**config.mk**
```make
export PLATFORM = sky130hd
export DESIGN_NAME = elevator_weight_control
export DESIGN_NICKNAME = d
export VERILOG_FILES = /design/src/rtl/elevator_weight_control.sv
export SDC_FILE = /design/constraint.sdc
export NUM_CORES = 1
export LEC_CHECK = 0
export CAP_MARGIN = 20
export CORE_AREA = 10 10 47 49
export CTS_CLUSTER_DIAMETER = 30
export DETAILED_ROUTE_END_ITERATION = 10
export DIE_AREA = 0 0 57 59
export PLACE_DENSITY = 0.43
export SYNTH_ARGS = -nofsm -noshare
export SYNTH_HDL_FRONTEND = slang
export SYNTH_SLANG_ARGS = --single-unit
export TNS_END_PERCENT = 5
```
**constraint.sdc**
```tcl
create_clock -name clk -period 2.7 [get_ports clk]
set_input_delay 0.54 -clock clk [delete_from_list [all_inputs] [get_ports clk]]
set_output_delay 0.54 -clock clk [all_outputs]
set_load 0.05 [all_outputs]
```
**src/rtl/elevator_weight_control.sv**
```systemverilog
// ---------------------------------------------------------------------------
// elevator_weight_control
//
// Overload detector for the elevator emergency subsystem. Counts rising
// edges of the weight_flip load-sensor pulse and raises a sticky
// weight_limit_exceeded flag once the count reaches THRESHOLD. The flag
// holds until reset and is used by the emergency controller to inhibit car
// motion and door close.
//
// Optional build macro:
//   WEIGHT_SYNC_EN - when defined, weight_flip passes through a 2-flop
//                    synchronizer (both stages reset to 1) before edge
//                    detection, adding 2 cycles of latency. When undefined,
//                    weight_flip feeds the edge detector directly.
//
// Parameters:
//   THRESHOLD - number of weight_flip rising edges that trips the flag
//               (legal range 1 .. 2**COUNT_W-1)
//   COUNT_W   - width of the edge counter
//
// Ports:
//   clk                   - single clock, all logic on its rising edge
//   reset_weight_flip     - asynchronous active-high reset
//   weight_flip           - load-sensor pulse, each 0->1 is one event
//   weight_limit_exceeded - registered sticky overload flag
//   weight_count          - registered event count, saturates at THRESHOLD
// ---------------------------------------------------------------------------
module elevator_weight_control #(
    parameter int THRESHOLD = 5,
    parameter int COUNT_W   = 3
) (
    input  logic               clk,
    input  logic               reset_weight_flip,
    input  logic               weight_flip,
    output logic               weight_limit_exceeded,
    output logic [COUNT_W-1:0] weight_count
);

    localparam logic [COUNT_W-1:0] THRESH = COUNT_W'(THRESHOLD);

    logic               flip_s;
    logic               flip_q;
    logic               flip_d;
    logic               flip_event;
    logic [COUNT_W-1:0] count_q;
    logic [COUNT_W-1:0] count_d;
    logic               flag_q;
    logic               flag_d;

`ifdef WEIGHT_SYNC_EN
    logic sync1_q;
    logic sync2_q;

    // Two-flop synchronizer for a sensor that is asynchronous to clk.
    // Both stages reset high so a level held high through reset release
    // does not look like a fresh rising edge.
    always_ff @(posedge clk or posedge reset_weight_flip) begin
        if (reset_weight_flip) begin
            sync1_q <= 1'b1;
            sync2_q <= 1'b1;
        end else begin
            sync1_q <= weight_flip;
            sync2_q <= sync1_q;
        end
    end

    assign flip_s = sync2_q;
`else
    assign flip_s = weight_flip;
`endif

    // An event is a 0->1 transition of the sampled sensor. Falling edges
    // and held-high levels produce no event.
    assign flip_event = flip_s & ~flip_q;

    // Next-state logic: the counter saturates at THRESHOLD, and the flag is
    // set as soon as the next count reaches THRESHOLD, then stays set.
    always_comb begin
        flip_d  = flip_s;
        count_d = count_q;
        flag_d  = flag_q;
        if (flip_event && (count_q < THRESH)) begin
            count_d = count_q + 1'b1;
        end
        if (count_d == THRESH) begin
            flag_d = 1'b1;
        end
    end

    // State registers. flip_q resets high for the same reason as the
    // synchronizer stages: no spurious event right after reset release.
    always_ff @(posedge clk or posedge reset_weight_flip) begin
        if (reset_weight_flip) begin
            flip_q  <= 1'b1;
            count_q <= '0;
            flag_q  <= 1'b0;
        end else begin
            flip_q  <= flip_d;
            count_q <= count_d;
            flag_q  <= flag_d;
        end
    end

    assign weight_count          = count_q;
    assign weight_limit_exceeded = flag_q;

endmodule

```
==> out/results.tsv <==
stage	metric	value	unit
status	outcome	finished, final reports clean	
synth	synthesized flop and latch total	5	
grt	initial antenna violation count	0	
synth	Post-synth ARST share	100	%
synth	top cells by area, synth	dfrtp_1 (41%), dfstp_2 (11%), or3b_1 (7.2%)	
critical_path	slowest CP cell	clkdlybuf4s50_1	
grt	first-pass GRT wire length	855	um
cts	root buffer cell	clkbuf_4	
drt	DR pass1 iterations	1	
job	max cap viols	0	
finish	Finished Cell Area	350	sq um
timing	Min Hold Slack	0.470	ns
synth	Top FF cell, synth	dfrtp_1	
cts	CTS max path bufs	2	
finish	final core utilization	25.0	%
critical_path	slowest stage delay, CP	0.84	ns
drt	Routed Antenna Nets	0	
synth	synth cell count leaders	dfrtp_1 (4), inv_1 (4), nand2_1 (2), nor2_1 (2), or3b_1 (2)	
drt	total wire length	496	um
finish	Final Non-Filler Cells	48	
floorplanning	Die Ht	59	um
drt	routed vias/inst	3.83	
timing	relative slew slack	66.5	%
critical_path	critical path class	reg -> out	
critical_path	crit path DAT	1.49	ns
placement	Placement Cell Area	324	sq um
placement	routability cong.	0.742	
cts	clock buffer count from CTS	3	
critical_path	worst-path cell chain	clkdlybuf4s50_1	
critical_path	element type at the critical path end	output pin	
grt	total track usage	3.38	%
drt	Vias	184	
grt	GR Layer Usage met1	2.74	%
timing	RSZ-0062 raised after global routing	no	
grt	met3 Resource Use GR	2.36	%
critical_path	startpoint class of the critical path	register	
synth	Avg Inst Size Synth	11.1	sq um
drt	Iteration-0 DRC Markers	0	
floorplanning	die area	3360	sq um
synth	dominant cell type by area after synthesis	dfrtp_1	
floorplanning	Die X	57	um
grt	vias in the first global route	209	
grt	met2 Use GR	4.96	%
synth	Netlist cell types	13	
timing	crit path time final	2.03	ns
cts	CTS Sinks	5	
timing	Slew Viols, Final	0	
grt	GRT busiest layer	met2	
synth	EDFF count, synth	0	
finish	Final Net Count	37	
power	LEAKAGE	0.171	nW
finish	diodes inserted	0	
timing	Fin. Hold Viols	0	
cts	hold_buf cts	0	
grt	gr ovfl total	0	
power	worst vdd ir	341	uV
synth	Post-Synthesis Cells	22	
drt	WL per Instance	10.3	um
synth	sequential area share after synthesis	51.8	%
critical_path	delay-heaviest family, CP	buffers and inverters	
finish	layout cells sized above 1	18.8	%
timing	Peak Freq	492	MHz
power	final total power	385	uW
timing	skew final	0.00119	ns
cts	cts repair resizes	0	
worst_hold_path	Hold/Removal Path Class	reg -> reg	
critical_path	Buf/Inv on CP	1	
finish	synthesis-to-layout area growth	43.6	%
placement	DP Worst Slack	0.708	ns
placement	placed cell count	44	
timing	Final setup viols	0	
timing	Fin Setup TNS	0	ns
floorplanning	num rows	14	
drt	DRC errors left	0	
floorplanning	Top-Level Pins	7	
placement	PortBufs	6	
grt	largest net degree at the start of global routing	7	
critical_path	Worst Path Required	2.16	ns
synth	share of Yosys cell area claimed by the top area cell type	41.0	%
timing	fin crit share	75.2	%
cts	CTS clk-pin slew, worst paths	0.04	ns
synth	Post-Synthesis Cell Area	244	sq um
cts	post-CTS setup buffer count	0	
timing	worst slew pin tran	0.500	ns
power	power density cells	1100	nW/um^2
cts	CTS tree	done	
floorplanning	initial core utilization	17.4	%
critical_path	Crit Path Max Fanout	6	
synth	Net Count, Synth	26	
floorplanning	Core Area	1400	sq um
synth	yosys warns	0	
cts	Clock Latency Late Sink	0.23	ns
timing	final worst slack	0.669	ns
cts	H-tree depth	1	
[layout make-up]
| cell class | count | area [sq um] |
|---|---|---|
| Sequential cell | 5 | 126 |
| Multi-Input combinational cell | 13 | 103 |
| Inverter | 4 | 15.0 |
| Tap cell | 16 | 20.0 |
| Fill cell | 155 | 1050 |
| Timing Repair Buffer | 6 | 60.1 |
| Clock buffer | 4 | 26.3 |
[path summary, 6_finish.rpt]
kind                                    endpoint  slack, ns  cells after the start                   from
max in group asynchronous                 flip_q       1.97                      2      reset_weight_flip
setup / recovery                 weight_count[0]       0.67                      1        weight_count[0]
setup reg to reg           weight_limit_exceeded       1.34                      3        weight_count[2]
hold reg to reg            weight_limit_exceeded       0.47                      2  weight_limit_exceeded
min in group asynchronous  weight_limit_exceeded       0.50                      2      reset_weight_flip
hold / removal             weight_limit_exceeded       0.47                      2  weight_limit_exceeded
[flip-flops by register name, indices dropped and copies added, names as in the netlist]
name / cells
weight_count: 3
flip_q: 1
weight_limit_exceeded: 1
[report_power, final]
| group | total [mW] | switching, mW | leakage, nW | internal (mW) |
|---|---|---|---|---|
| sequential | 0.125 | 0.0281 | 0.0504 | 0.0965 |
| combinational | 0.179 | 0.114 | 0.105 | 0.0654 |
| clock | 0.0816 | 0.0260 | 0.0150 | 0.0556 |
[cells in the final DEF (no fill, tap or decap)]
master and instances:
nor2_1 2, mux2i_1 1, nand3b_1 1, nand2_1 2, inv_1 4, a21oi_1 1, and2b_1 1, ha_1 1
a32o_2 1, clkdlybuf4s50_1 6, or3b_1 2, dfrtp_1 4, dfstp_2 1, clkbuf_4 3, clkbuf_1 1, o41ai_2 1
[routing by layer]
| metal | share of wire (%) | up-vias |
|---|---|---|
| li1 | - | 94 |
| met1 | 38 | 83 |
| met2 | 45 | 5 |
| met3 | 15 | 2 |
| met4 | 1.8 | 0 |
| met5 | 0 | - |
[kinds of logic (layout without fill, tap and decap cells)]
group | after synthesis | after routing | share of synthesized area, %
DFF | 5 | 5 | 51.8
muxes | 1 | 1 | 4.10
adders and majority gates | 1 | 1 | 5.13
AOI/OAI and AO/OA | 3 | 3 | 13.3
and+or+nand+nor | 8 | 8 | 19.5
buffers and inverters | 4 | 14 | 6.15
Note: power is estimated with default switching activity, not from simulation.
